===== src/rtl/wide_alu_sequencer_pkg.sv =====
// Shared definitions for the 16-bit-on-8-bit ALU sequencer: op and state
// encodings, the ALU's 4-bit {op,funct} codes and small decode helpers.
package wide_alu_sequencer_pkg;

    localparam int unsigned HALF_W_C = 8;

    typedef enum logic [2:0] {
        OP_ADD  = 3'd0,
        OP_LSH  = 3'd1,
        OP_RSH  = 3'd2,
        OP_XOR  = 3'd3,
        OP_AND  = 3'd4,
        OP_CMP  = 3'd5,
        OP_ILL6 = 3'd6,
        OP_ILL7 = 3'd7
    } wide_op_t;

    typedef enum logic [1:0] {
        S_IDLE   = 2'd0,
        S_FIRST  = 2'd1,
        S_SECOND = 2'd2,
        S_DONE   = 2'd3
    } seq_state_t;

    // Existing byte ALU {OP,funct} codes.
    localparam logic [3:0] kNOP     = 4'b0000;
    localparam logic [3:0] kADD     = 4'b0001;
    localparam logic [3:0] kLSH     = 4'b0100;
    localparam logic [3:0] kRSH     = 4'b0101;
    localparam logic [3:0] kXOR     = 4'b1000;
    localparam logic [3:0] kAND     = 4'b1001;
    localparam logic [3:0] kCOMPARE = 4'b1010;

    function automatic logic [3:0] alu_code(input wide_op_t op);
        case (op)
            OP_ADD:  return kADD;
            OP_LSH:  return kLSH;
            OP_RSH:  return kRSH;
            OP_XOR:  return kXOR;
            OP_AND:  return kAND;
            OP_CMP:  return kCOMPARE;
            default: return kNOP;
        endcase
    endfunction

    // Ops whose second pass consumes the first pass's carry/shift-out bit.
    function automatic logic chains_carry(input wide_op_t op);
        return (op == OP_ADD) || (op == OP_LSH) || (op == OP_RSH);
    endfunction

    // Right shifts must process the upper byte first so its low bit can
    // feed the lower byte.
    function automatic logic msw_first(input wide_op_t op);
        return (op == OP_RSH);
    endfunction

    function automatic logic is_legal(input wide_op_t op);
        return (op <= OP_CMP);
    endfunction

endpackage


===== src/rtl/wide_alu_sequencer_if.sv =====
// Bundle of the decode-side handshake and the byte-ALU drive/return lines.
// master: decode + ALU side; slave: the sequencer.
interface wide_alu_sequencer_if;
    logic        Start;
    logic [2:0]  WideOp;
    logic [15:0] OpA;
    logic [15:0] OpB;
    logic        Busy;
    logic        Done;
    logic [15:0] Result;
    logic        CarryOut;
    logic        ZeroOut;
    logic [7:0]  AluA;
    logic [7:0]  AluB;
    logic [1:0]  AluOp;
    logic [1:0]  AluFunct;
    logic        AluScIn;
    logic [7:0]  AluOut;
    logic        AluScOut;

    modport master (
        output Start, WideOp, OpA, OpB, AluOut, AluScOut,
        input  Busy, Done, Result, CarryOut, ZeroOut,
        input  AluA, AluB, AluOp, AluFunct, AluScIn
    );

    modport slave (
        input  Start, WideOp, OpA, OpB, AluOut, AluScOut,
        output Busy, Done, Result, CarryOut, ZeroOut,
        output AluA, AluB, AluOp, AluFunct, AluScIn
    );
endinterface


===== src/rtl/wide_alu_sequencer_byte_sel.sv =====
// Combinational ALU input mux: picks the operand byte half for the current
// pass, the op code and the shift/carry input. Drives a no-op outside the
// two ALU passes. Optional macro WIDE_ROTATE_EN turns shifts into rotates.
module wide_alu_byte_sel
    import wide_alu_sequencer_pkg::*;
(
    input  seq_state_t  state_i,
    input  wide_op_t    op_i,
    input  logic [15:0] op_a_i,
    input  logic [15:0] op_b_i,
    input  logic        carry_i,
    output logic [7:0]  alu_a_o,
    output logic [7:0]  alu_b_o,
    output logic [3:0]  alu_code_o,
    output logic        alu_sc_in_o
);

    logic first_cin_s;
    logic hi_pass_s;

    // Carry/shift bit entering the first pass (wrap-around bit when rotating).
    always_comb begin
`ifdef WIDE_ROTATE_EN
        if (op_i == OP_LSH) begin
            first_cin_s = op_a_i[15];
        end else if (op_i == OP_RSH) begin
            first_cin_s = op_a_i[0];
        end else begin
            first_cin_s = 1'b0;
        end
`else
        first_cin_s = 1'b0;
`endif
    end

    // Byte-half selection and ALU drive for the active pass.
    always_comb begin
        alu_a_o     = 8'h00;
        alu_b_o     = 8'h00;
        alu_code_o  = kNOP;
        alu_sc_in_o = 1'b0;
        hi_pass_s   = 1'b0;
        if ((state_i == S_FIRST) || (state_i == S_SECOND)) begin
            hi_pass_s  = msw_first(op_i) ? (state_i == S_FIRST) : (state_i == S_SECOND);
            alu_a_o    = hi_pass_s ? op_a_i[15:8] : op_a_i[7:0];
            alu_b_o    = hi_pass_s ? op_b_i[15:8] : op_b_i[7:0];
            alu_code_o = alu_code(op_i);
            if (state_i == S_FIRST) begin
                alu_sc_in_o = first_cin_s;
            end else begin
                alu_sc_in_o = chains_carry(op_i) ? carry_i : 1'b0;
            end
        end else begin
            hi_pass_s = 1'b0;
        end
    end

endmodule


===== src/rtl/wide_alu_sequencer.sv =====
// Runs 16-bit ADD/LSH/RSH/XOR/AND/CMP as two passes over the 8-bit ALU.
// Start accepted in IDLE -> FIRST -> SECOND -> DONE -> IDLE; Done is raised
// as the sequencer returns to IDLE so a new Start may be taken that cycle.
// Optional macro: WIDE_ROTATE_EN (see wide_alu_byte_sel).
module wide_alu_sequencer
    import wide_alu_sequencer_pkg::*;
#(
    parameter int unsigned HALF_W      = 8,
    parameter bit          STICKY_DONE = 1'b0
) (
    input logic                  CLK,
    input logic                  Reset,
    wide_alu_sequencer_if.slave  bus
);

    if (HALF_W != HALF_W_C) begin : g_half_w_check
        $error("wide_alu_sequencer: HALF_W must be 8");
    end

    seq_state_t  state_q, state_d;
    wide_op_t    op_q, op_d;
    logic [15:0] a_q, a_d, b_q, b_d;
    logic        carry_q, carry_d;
    logic [7:0]  byte_q, byte_d;
    logic [15:0] result_q, result_d;
    logic        cout_q, cout_d;
    logic        zero_q, zero_d;
    logic        busy_q, busy_d;
    logic        done_q, done_d;
    logic [3:0]  alu_code_s;

    wide_alu_byte_sel u_byte_sel (
        .state_i     (state_q),
        .op_i        (op_q),
        .op_a_i      (a_q),
        .op_b_i      (b_q),
        .carry_i     (carry_q),
        .alu_a_o     (bus.AluA),
        .alu_b_o     (bus.AluB),
        .alu_code_o  (alu_code_s),
        .alu_sc_in_o (bus.AluScIn)
    );

    assign bus.AluOp    = alu_code_s[3:2];
    assign bus.AluFunct = alu_code_s[1:0];
    assign bus.Busy     = busy_q;
    assign bus.Done     = done_q;
    assign bus.Result   = result_q;
    assign bus.CarryOut = cout_q;
    assign bus.ZeroOut  = zero_q;

    // Sequencer next state, operand latching and result capture.
    always_comb begin
        state_d  = state_q;
        op_d     = op_q;
        a_d      = a_q;
        b_d      = b_q;
        carry_d  = carry_q;
        byte_d   = byte_q;
        result_d = result_q;
        cout_d   = cout_q;
        zero_d   = zero_q;
        busy_d   = busy_q;
        done_d   = STICKY_DONE ? done_q : 1'b0;
        case (state_q)
            S_IDLE: begin
                if (bus.Start) begin
                    op_d    = wide_op_t'(bus.WideOp);
                    a_d     = bus.OpA;
                    b_d     = bus.OpB;
                    carry_d = 1'b0;
                    busy_d  = 1'b1;
                    done_d  = 1'b0;
                    state_d = S_FIRST;
                end else begin
                    state_d = S_IDLE;
                end
            end
            S_FIRST: begin
                byte_d  = bus.AluOut;
                carry_d = bus.AluScOut;
                state_d = S_SECOND;
            end
            S_SECOND: begin
                if (is_legal(op_q)) begin
                    result_d = msw_first(op_q) ? {byte_q, bus.AluOut} : {bus.AluOut, byte_q};
                    cout_d   = chains_carry(op_q) ? bus.AluScOut : 1'b0;
                end else begin
                    result_d = 16'h0000;
                    cout_d   = 1'b0;
                end
                zero_d  = (result_d == 16'h0000);
                state_d = S_DONE;
            end
            S_DONE: begin
                busy_d  = 1'b0;
                done_d  = 1'b1;
                state_d = S_IDLE;
            end
            default: begin
                busy_d  = 1'b0;
                state_d = S_IDLE;
            end
        endcase
    end

    // State and datapath registers; reset clears everything immediately.
    always_ff @(posedge CLK or posedge Reset) begin
        if (Reset) begin
            state_q  <= S_IDLE;
            op_q     <= OP_ADD;
            a_q      <= 16'h0000;
            b_q      <= 16'h0000;
            carry_q  <= 1'b0;
            byte_q   <= 8'h00;
            result_q <= 16'h0000;
            cout_q   <= 1'b0;
            zero_q   <= 1'b1;
            busy_q   <= 1'b0;
            done_q   <= 1'b0;
        end else begin
            state_q  <= state_d;
            op_q     <= op_d;
            a_q      <= a_d;
            b_q      <= b_d;
            carry_q  <= carry_d;
            byte_q   <= byte_d;
            result_q <= result_d;
            cout_q   <= cout_d;
            zero_q   <= zero_d;
            busy_q   <= busy_d;
            done_q   <= done_d;
        end
    end

endmodule


===== src/flat_wrapper.sv =====
// flat-port wrapper written by rule: the top's interface ports become plain ports
module wide_alu_sequencer_flat import wide_alu_sequencer_pkg::*;
#(
    parameter int unsigned HALF_W      = 8,
    parameter bit          STICKY_DONE = 1'b0
)
  (CLK, Reset, bus_Start, bus_WideOp, bus_OpA, bus_OpB, bus_AluOut, bus_AluScOut, bus_Busy, bus_Done, bus_Result, bus_CarryOut, bus_ZeroOut, bus_AluA, bus_AluB, bus_AluOp, bus_AluFunct, bus_AluScIn);
  wide_alu_sequencer_if bus_i ();
  input logic CLK;
  input logic Reset;
  input wire logic [$bits(bus_i.Start)-1:0] bus_Start;
  input wire logic [$bits(bus_i.WideOp)-1:0] bus_WideOp;
  input wire logic [$bits(bus_i.OpA)-1:0] bus_OpA;
  input wire logic [$bits(bus_i.OpB)-1:0] bus_OpB;
  input wire logic [$bits(bus_i.AluOut)-1:0] bus_AluOut;
  input wire logic [$bits(bus_i.AluScOut)-1:0] bus_AluScOut;
  output wire logic [$bits(bus_i.Busy)-1:0] bus_Busy;
  output wire logic [$bits(bus_i.Done)-1:0] bus_Done;
  output wire logic [$bits(bus_i.Result)-1:0] bus_Result;
  output wire logic [$bits(bus_i.CarryOut)-1:0] bus_CarryOut;
  output wire logic [$bits(bus_i.ZeroOut)-1:0] bus_ZeroOut;
  output wire logic [$bits(bus_i.AluA)-1:0] bus_AluA;
  output wire logic [$bits(bus_i.AluB)-1:0] bus_AluB;
  output wire logic [$bits(bus_i.AluOp)-1:0] bus_AluOp;
  output wire logic [$bits(bus_i.AluFunct)-1:0] bus_AluFunct;
  output wire logic [$bits(bus_i.AluScIn)-1:0] bus_AluScIn;
  assign bus_i.Start = bus_Start;
  assign bus_i.WideOp = bus_WideOp;
  assign bus_i.OpA = bus_OpA;
  assign bus_i.OpB = bus_OpB;
  assign bus_i.AluOut = bus_AluOut;
  assign bus_i.AluScOut = bus_AluScOut;
  assign bus_Busy = bus_i.Busy;
  assign bus_Done = bus_i.Done;
  assign bus_Result = bus_i.Result;
  assign bus_CarryOut = bus_i.CarryOut;
  assign bus_ZeroOut = bus_i.ZeroOut;
  assign bus_AluA = bus_i.AluA;
  assign bus_AluB = bus_i.AluB;
  assign bus_AluOp = bus_i.AluOp;
  assign bus_AluFunct = bus_i.AluFunct;
  assign bus_AluScIn = bus_i.AluScIn;
  wide_alu_sequencer #(.HALF_W(HALF_W), .STICKY_DONE(STICKY_DONE)) u_core (.CLK(CLK), .Reset(Reset), .bus(bus_i));
endmodule

===== config.mk =====
export PLATFORM = sky130hd
export DESIGN_NAME = wide_alu_sequencer_flat
export DESIGN_NICKNAME = d
export VERILOG_FILES = /design/src/rtl/wide_alu_sequencer_pkg.sv /design/src/rtl/wide_alu_sequencer_if.sv /design/src/rtl/wide_alu_sequencer_byte_sel.sv /design/src/rtl/wide_alu_sequencer.sv /design/src/flat_wrapper.sv
export SDC_FILE = /design/constraint.sdc
export NUM_CORES = 1
export LEC_CHECK = 0
export ABC_AREA = 1
export CAP_MARGIN = 0
export CORE_MARGIN = 5
export CORE_UTILIZATION = 48
export CTS_CLUSTER_SIZE = 40
export DETAILED_ROUTE_END_ITERATION = 6
export PLACE_DENSITY = 0.84
export SLEW_MARGIN = 20
export SYNTH_ARGS = -nofsm -noshare
export SYNTH_HDL_FRONTEND = slang
export SYNTH_SLANG_ARGS = --single-unit

===== constraint.sdc =====
create_clock -name CLK -period 2.3 [get_ports CLK]
set_input_delay 0.46 -clock CLK [delete_from_list [all_inputs] [get_ports CLK]]
set_output_delay 0.46 -clock CLK [all_outputs]
set_load 0.02 [all_outputs]

# After elaboration in Yosys (flattened, before gate mapping)
# Cells that the tools add are included.
[totals] register_bits=66 inputBits=47 elab_cells=54
[op_classes] magnitude_cmp=1 eq_ne=9 muxes=22 n_reduce_logical=11
[ops] cell="16-bit two-way mux" count=3
[ops] cell="8-bit two-way mux" count=4
[ops] cell="4-bit one-hot mux with 6 select lines" count=1
[ops] cell="16-bit zero test" count=1
[ops] cell="1-bit two-way mux" count=10
[ops] cell="2-bit one-hot mux with 4 select lines" count=1
[ops] cell="3-bit by 2-bit equality test with 1-bit output, second input constant" count=2
[ops] cell="3-bit equality test, second input constant" count=2
[ops] cell="2-bit AND reduction" count=3
[ops] cell="2-bit equality test, second input constant" count=2
[ops] cell="4-bit two-way mux" count=1
[ops] cell="1-bit one-hot mux with 2 select lines" count=2
[ops] cell="2-bit nonzero test" count=2
[ops] cell="3-bit by 1-bit equality test with 1-bit output, second input constant" count=1
[ops] cell="3-bit <= comparator, second input constant" count=1
[ops] cell="3-bit zero test" count=1
[ops] cell="1-bit logical OR" count=3
[ops] cell="2-bit by 1-bit equality test with 1-bit output, second input constant" count=1
[ops] cell="2-bit zero test" count=1
[ops] cell="2-bit inequality test, second input constant" count=1

# Depth between registers and ports, before layout
# Gate-level depths: netlist of run 1.
[logic_depth] ltp_word=6 depth_mapped=10

# Cells and area by module
# A second synthesis of run 1 with hierarchy kept.
[unflattened] hier_cells=447 hier_area_um2=3360.7
[modules_own_cells] module="wide_alu_sequencer" instances=1 cells_each=337 area_each_um2=2847.7 seq_area_each_um2=1652.8
[modules_own_cells] module="wide_alu_byte_sel" instances=1 cells_each=110 area_each_um2=513.0 seq_area_each_um2=0.0

# Least setup slack after synthesis of run 1
# No wires, ideal clock.
[synth_timing] path_kind="register to output" start="reg u_core.state_q[0]" end="out bus_AluScIn" arrival_time_ns=1.534 required_ns=1.840 setup_slack_ns=0.306 path_stages_with_launch=5 n_path_buf=2 cell_sequence="dfrtp_1 > ha_1 > clkbuf_1 > clkbuf_1 > nor3b_1"
[synth_between] elab_chain_cells=3
[synth_lines] element="start: declaration" line_no="wide_alu_sequencer.sv:20" source="seq_state_t state_q, state_d;"
[synth_lines] element="start signal: assignment" line_no="wide_alu_sequencer.sv:122" source="state_q <= state_d;"
[synth_lines] element="2-bit by 1-bit equality test with 1-bit output / 2-bit equality test (equally long branches)" line_no="wide_alu_sequencer_byte_sel.sv:43, wide_alu_sequencer_byte_sel.sv:48"
[synth_lines] element="1-bit two-way mux / 1-bit logical OR (equally long branches)" line_no="wide_alu_sequencer_byte_sel.sv:48, wide_alu_sequencer_byte_sel.sv:43"
[synth_lines] element="1-bit two-way mux *" line_no="wide_alu_sequencer_byte_sel.sv:43" source="if ((state_i == S_FIRST) || (state_i == S_SECOND)) begin"
[synth_lines] element="end: declaration" line_no="flat_wrapper.sv:26" source="output wire logic [$bits(bus_i.AluScIn)-1:0] bus_AluScIn;"
# Mark *: on every way between the ends. The rest lies on a longest branch, timed or not.

# Final worst setup path of run 1
[layout_timing] start="reg u_core.state_q[0]" end="out bus_AluFunct[1]"
[layout_between] elab_chain_cells=3
[layout_lines] element="2-bit by 1-bit equality test with 1-bit output / 2-bit equality test (equally long branches)" line_no="wide_alu_sequencer_byte_sel.sv:43"
[layout_lines] element="1-bit logical OR *" line_no="wide_alu_sequencer_byte_sel.sv:43"
[layout_lines] element="4-bit two-way mux *" line_no="wide_alu_sequencer_byte_sel.sv:43"
[layout_lines] element="end: declaration" line_no="flat_wrapper.sv:25" source="output wire logic [$bits(bus_i.AluFunct)-1:0] bus_AluFunct;"
# Marked as above.

==> results of run 1 <==
==> sequential cells by signal (all words and copies together) (netlist names) <==
name and flops:
u_core.bus.Busy 1, u_core.op_q 3, u_core.byte_q 8, u_core.bus.CarryOut 1, u_core.a_q 16, u_core.bus.ZeroOut 1
u_core.state_q 2, u_core.bus.Done 1, u_core.bus.Result 16, u_core.carry_q 1, u_core.b_q 16
==> worst paths after layout <==
path	start	cells after the start	slack, ns	to
worst max-delay path	u_core.state_q[0]	5	0.04	bus_AluFunct[1]
worst min-delay path	u_core.bus.ZeroOut	2	0.47	u_core.bus.ZeroOut
worst max register to register	u_core.op_q[1]	10	0.78	u_core.bus.ZeroOut
worst min register to register	u_core.bus.ZeroOut	2	0.47	u_core.bus.ZeroOut
max in group asynchronous	Reset	3	1.48	u_core.bus.ZeroOut
min in group asynchronous	Reset	3	0.50	u_core.b_q[14]
==> cells by family (layout without fill, tap and decap cells) <==
family / count (synthesis) / count (layout) / synth area share [%]
adder cells (fa/ha/maj): 4 / 4 / 1.60
AND/OR/NAND/NOR: 235 / 235 / 30.3
AO/OA/AOI/OAI: 54 / 54 / 9.07
flip-flops: 66 / 66 / 52.8
buffers and inverters: 45 / 152 / 6.31
==> worst reg2reg max path, stage by stage (launching register included) <==
cell and delay (ns):
dfrtp_1 0.39, buf_4 0.16, nand2_2 0.06, buf_4 0.17, nand3_1 0.09, o21ai_0 0.15, nor2_1 0.13, nand2_1 0.07
nor2_1 0.08, nand3_1 0.08, nand2_1 0.07
==> metal layers <==
metal	vias to the layer above	global-route usage, %	routed length, um
li1	1461	-	-
met1	1384	25.3	3350
met2	107	33.0	3910
met3	19	4.42	581
met4	0	9.41	216
met5	-	0	0
==> cells in the mapped netlist (all sizes together) <==
library cell | count | area share [%]
nand2 | 165 | 20
dfrtp | 65 | 52
nor2 | 54 | 6.8
o21ai | 44 | 7.1
inv | 27 | 3.2
nand3 | 12 | 2.5
clkbuf | 11 | 1.4
buf | 7 | 1.7
a21oi | 6 | 0.96
ha | 4 | 1.6
o211ai | 4 | 0.96
nor3 | 2 | 0.32
dfstp | 1 | 0.84
nor3b | 1 | 0.24
nor4 | 1 | 0.20
==> stage by stage <==
| step | cell area (sq um) | utilization, % |
|---|---|---|
| finish | 4270 | 67.3 |
| global route | 4270 | 67.3 |
| CTS | 4370 | 68.8 |
| detailed placement | 4190 | 66.0 |
| global placement | 4190 | 66.0 |
| floorplan | 3130 | - |
==> area by class of cell <==
class	instances	share of cell area, %
clock buffers	13	3.49
inverters	27	2.37
well taps	77	2.26
repair buffers	109	22.7
clock inverters	3	0.351
multi-input cells	293	30.1
flip-flops and latches	66	38.7
==> timing repair <==
item                                    4_1_cts  5_1_grt
endpoints found under the setup margin       21       19
resized for setup                            62       32
cloned                                        0        0
hold buffers                                  0        0
==> layout by cell type (no fill, tap or decap), types with 2 or more instances in the layout <==
cell / instances
a21oi_1: 6
clkbuf_2: 4
nor2_1: 52
clkbuf_8: 10
o21ai_0: 35
nand3_1: 10
o211ai_1: 4
clkinv_2: 3
buf_2: 13
buf_4: 23
dfrtp_1: 65
clkdlybuf4s50_1: 66
clkbuf_1: 3
nand2_2: 4
inv_2: 5
nand2_1: 160
buf_12: 2
nor3_1: 2
o21ai_1: 8
inv_1: 22
ha_1: 3
==> where the power goes <==
part / internal, mW / switching (mW) / total, mW
sequential: 1.71 / 0.315 / 2.03
clock: 0.417 / 0.418 / 0.835
combinational: 1.50 / 2.34 / 3.84
total: 3.63 / 3.07 / 6.70
==> impl_metrics.tcl, run 1 <==
set metrics [dict create \
    ant_nets 0 \
    startpoint_type "register" \
    wire_per_inst_um 13.7 \
    max_cap_violations 0 \
    core_sq_mm 0.00635 \
    cts_max_path_buffers 2 \
    cts_root_buf "clkbuf_8" \
    crit_fanout 7 \
    synth_cells 404 \
    slew_violations 0 \
    die-area_sq_mm 0.00824 \
    cp_slowest_stage_delay_ns 0.41 \
    vias 2971 \
    max-vdd-ir-drop_mv 1.07 \
    instances_no_fill 588 \
    grt-ovfl-total 0 \
    synth-seq-area-share_pct 52.8 \
    antenna_found_initial 0 \
    power_leakage_nw 2.20 \
    first_iter_violations 125 \
    powerDensity_mw_per_mm2 1570 \
    netlist_area_sq_mm 0.00313 \
    ys_seq_elements 66 \
    whs_ns 0.473 \
    cpMostUsedCell "inv_1" \
    fin_crit_ns 2.26 \
    portBuffers 87 \
    die_y_um 90.8 \
    dieWidth_um 90.8 \
    period_share_pct 98.1 \
    finalSetupViolCount 0 \
    path_buf_inv 3 \
    cp.arrival_ns 1.80 \
    total_power_mw 6.70 \
    h-tree-depth 3 \
    vias_per_cell 5.05 \
    gp_congestion 0.865 \
    syn_nets 455 \
    required_ns 1.84 \
    postCtsSetupBuffers 0 \
    fmax_ghz 0.443 \
    clk_latency_ns 0.34 \
    rows 29 \
    place_hpwl_um 5920 \
    hold_viol_final 0 \
    fillerInstances 533 \
    start_util_pct 49.3 \
    grt_max_degree 67 \
    wirelength_um 8060 \
    crit_family "buffers and inverters" \
    cts_buffers 9 \
    multi_input_comb_area_sq_mm 0.00129 \
    cp_slowest_cell "ha_2" \
    grt_pass1_wl_um 13500 \
    rsz0062_at_grt "true" \
    diodes 0 \
    fin_tns_setup_ns 0 \
    grt_pass1_vias 2965 \
    path_cells "inv_1, ha_2, inv_1, nor4_1, clkdlybuf4s15_2" \
    dr.pass1.iters 4 \
    synth-warning-count 0 \
    cts_tree "built" \
    drive_gt1_share_pct 14.3 \
    criticalPathCategory "reg -> out" \
    syn_avg_cell_area_sq_um 7.75 \
    seq_area_sq_mm 0.00165 \
    tightest_slew_ns 0.359 \
    ios 88 \
    hold_path.class "reg -> reg" \
    fin_ws_ns 0.0436 \
    dp_cells 572 \
    area_delta_synth_final_pct 36.3 \
    cp-end-kind "output pin" \
    synth_cell_type_count 26 \
    status "complete, no violations" \
    drc_errors 0 \
    relSlewSlack_pct 76.1 \
    dp_slack_ns -0.0657 \
    clk_pin_slew_ns 0.06 \
    clkSinkCount 66 \
    fin_nets 557 \
    fin_skew_ns 0.00634 \
    grt_util_all_layers_pct 20.1 \
]
Note: power is estimated with default switching activity, not from simulation.
==> inputs of run 2 (changes only) <==
--- a/config.mk
+++ b/config.mk
@@ -8,10 +8,11 @@
 export ABC_AREA = 1
 export CAP_MARGIN = 0
 export CORE_MARGIN = 5
-export CORE_UTILIZATION = 48
+export CORE_UTILIZATION = 52
 export CTS_CLUSTER_SIZE = 40
 export DETAILED_ROUTE_END_ITERATION = 6
-export PLACE_DENSITY = 0.84
+export GPL_TIMING_DRIVEN = 1
+export PLACE_DENSITY = 0.86
 export SLEW_MARGIN = 20
 export SYNTH_ARGS = -nofsm -noshare
 export SYNTH_HDL_FRONTEND = slang
==> constraint.sdc (replaced) <==
create_clock -name CLK -period 2.8 [get_ports CLK]
set_input_delay 0.56 -clock CLK [delete_from_list [all_inputs] [get_ports CLK]]
set_output_delay 0.56 -clock CLK [all_outputs]
set_load 0.02 [all_outputs]
==> run 2 against run 1 <==
Against the previous run: count of clock-buffer cells in the layout down 4; hold slack improved by 0.0022 ns; sequential share of layout area is 0.29 points lower; clock power increased by 5.0%; critical path type unchanged.
==> impl_metrics.tcl, run 2 (synthesis results as in run 1) <==
set metrics [dict create \
    status "complete, no violations" \
    drc_errors 0 \
    slew_violations 0 \
    antenna_found_initial 0 \
    grt-ovfl-total 0 \
    core_sq_mm 0.00589 \
    fin_crit_ns 2.69 \
    seq_area_sq_mm 0.00165 \
    gp_congestion 0.856 \
    hold_path.class "reg -> reg" \
    first_iter_violations 171 \
    grt_pass1_vias 2979 \
    fin_nets 542 \
    tightest_slew_ns 0.694 \
    wire_per_inst_um 14.0 \
    start_util_pct 53.2 \
    r2r_setup_slack_ns 1.06 \
    grt_max_degree 67 \
    grt_pass1_wl_um 13300 \
    max-vdd-ir-drop_mv 1.03 \
    postCtsHoldBufs 0 \
    clk_pin_slew_ns 0.07 \
    clk_latency_ns 0.34 \
    relSlewSlack_pct 53.7 \
    area_delta_synth_final_pct 37.4 \
    rows 28 \
    hold_path_end "u_core.bus.ZeroOut" \
    grt_util_all_layers_pct 22.4 \
    max_cap_violations 0 \
    fmax_ghz 0.372 \
    power_leakage_nw 2.25 \
    finalSetupViolCount 0 \
    place_hpwl_um 5610 \
    fillerInstances 456 \
    ant_nets 0 \
    final_common_cell "nand2_1" \
    rr_startpoint "u_core.state_q[0]" \
    powerDensity_mw_per_mm2 1300 \
    cp.arrival_ns 2.13 \
    cts_max_path_buffers 2 \
    cts_root_buf "clkbuf_8" \
    rsz0062_at_grt "false" \
    multi_input_comb_area_sq_mm 0.00128 \
    reg2reg_depth 5 \
    startpoint_type "register" \
    cts_buffers 9 \
    ios 88 \
    fin_tns_setup_ns 0 \
    hold_path_startpoint "u_core.bus.ZeroOut" \
    cp-end-kind "output pin" \
    final_cell_mix "nand2_1, clkdlybuf4s50_1, dfrtp_1" \
    instances_no_fill 571 \
    required_ns 2.24 \
    cts_tree "built" \
    die-area_sq_mm 0.00768 \
    h-tree-depth 3 \
    criticalPathCategory "reg -> out" \
    timing.rr.end "u_core.bus.Result[13]" \
    holdPathStages 2 \
    die_y_um 87.6 \
    clkSinkCount 66 \
    wirelength_um 8010 \
    dr.pass1.iters 5 \
    fin_skew_ns 0.00466 \
    portBuffers 87 \
    diodes 0 \
    hold_viol_final 0 \
    dieWidth_um 87.6 \
    dp_cells 555 \
    vias 2922 \
    vias_per_cell 5.12 \
    drive_gt1_share_pct 7.66 \
    period_share_pct 95.9 \
    crit_fanout 12 \
]
[run 2: changes by cell type in the layout (fill, tap and decap cells not counted), sizes merged, moves of 2 or more]
cell / before / now
buf: 38 / 7
dlygate4sd2: 0 / 10
clkbuf: 17 / 9
dlymetal6s2s: 0 / 6
clkdlybuf4s50: 66 / 71
bufinv: 0 / 2
clkinvlp: 0 / 2
[run 2: cell type report]
type	instances	area share [%]
flip-flops and latches	66	38.4
multi-input cells	293	29.8
repair buffers	94	22.1
clock buffers	9	2.88
inverters	27	2.47
clock inverters	7	2.18
well taps	75	2.18
[run 2: through the flow]
stage	hold WS (ns)	worst slack [ns]	power, mW	cell area [sq um]	utilization (%)
3_5_place_dp	0.465	0.251	4.81	4080	69.3
3_3_place_gp	0.457	0.295	4.72	4080	69.3
5_1_grt	0.509	0.00755	6.06	4300	73.1
6_report	0.476	0.114	5.60	4300	73.1
2_1_floorplan	0.444	0.587	3.57	3130	-
4_1_cts	0.484	0.000658	5.64	4290	72.8
[run 2: worst max path at each step]
stage,cells past startpoint,start,slack (ns),end
global placement,8,u_core.op_q[2],0.30,bus_AluA[1]
CTS,8,u_core.op_q[0],0.0007,bus_AluA[7]
finish,4,u_core.op_q[1],0.11,bus_AluOp[1]
detailed placement,8,u_core.op_q[0],0.25,bus_AluA[4]
global route,5,u_core.state_q[0],0.008,bus_AluFunct[1]
floorplan,1,Reset,0.59,u_core.a_q[0]
[run 2: repair_timing]
| item | CTS | global route |
|---|---|---|
| setup endpoints to repair | 16 | 6 |
| gates resized for setup | 11 | 7 |
| buffers inserted | 0 | 0 |
| cloned | 0 | 0 |
[run 2: worst max-delay path, stage by stage, from the launching register on]
cell and delay (ns):
dfrtp_1 0.48, nand2_2 0.25, inv_1 0.20, nor3_1 0.23
clkdlybuf4s50_1 0.63
[run 2: where the power goes]
group          internal (mW)  switching [mW]
registers               1.40           0.277
logic                   1.16            1.88
clock network          0.499           0.378
total                   3.07            2.54
[run 2: per-layer routing]
layer	vias to the layer above	track usage [%]	wire (um)
met2	110	37.7	3900
met1	1366	27.4	3340
met3	14	5.93	629
li1	1432	-	-
met5	-	0	0
met4	0	8.93	147
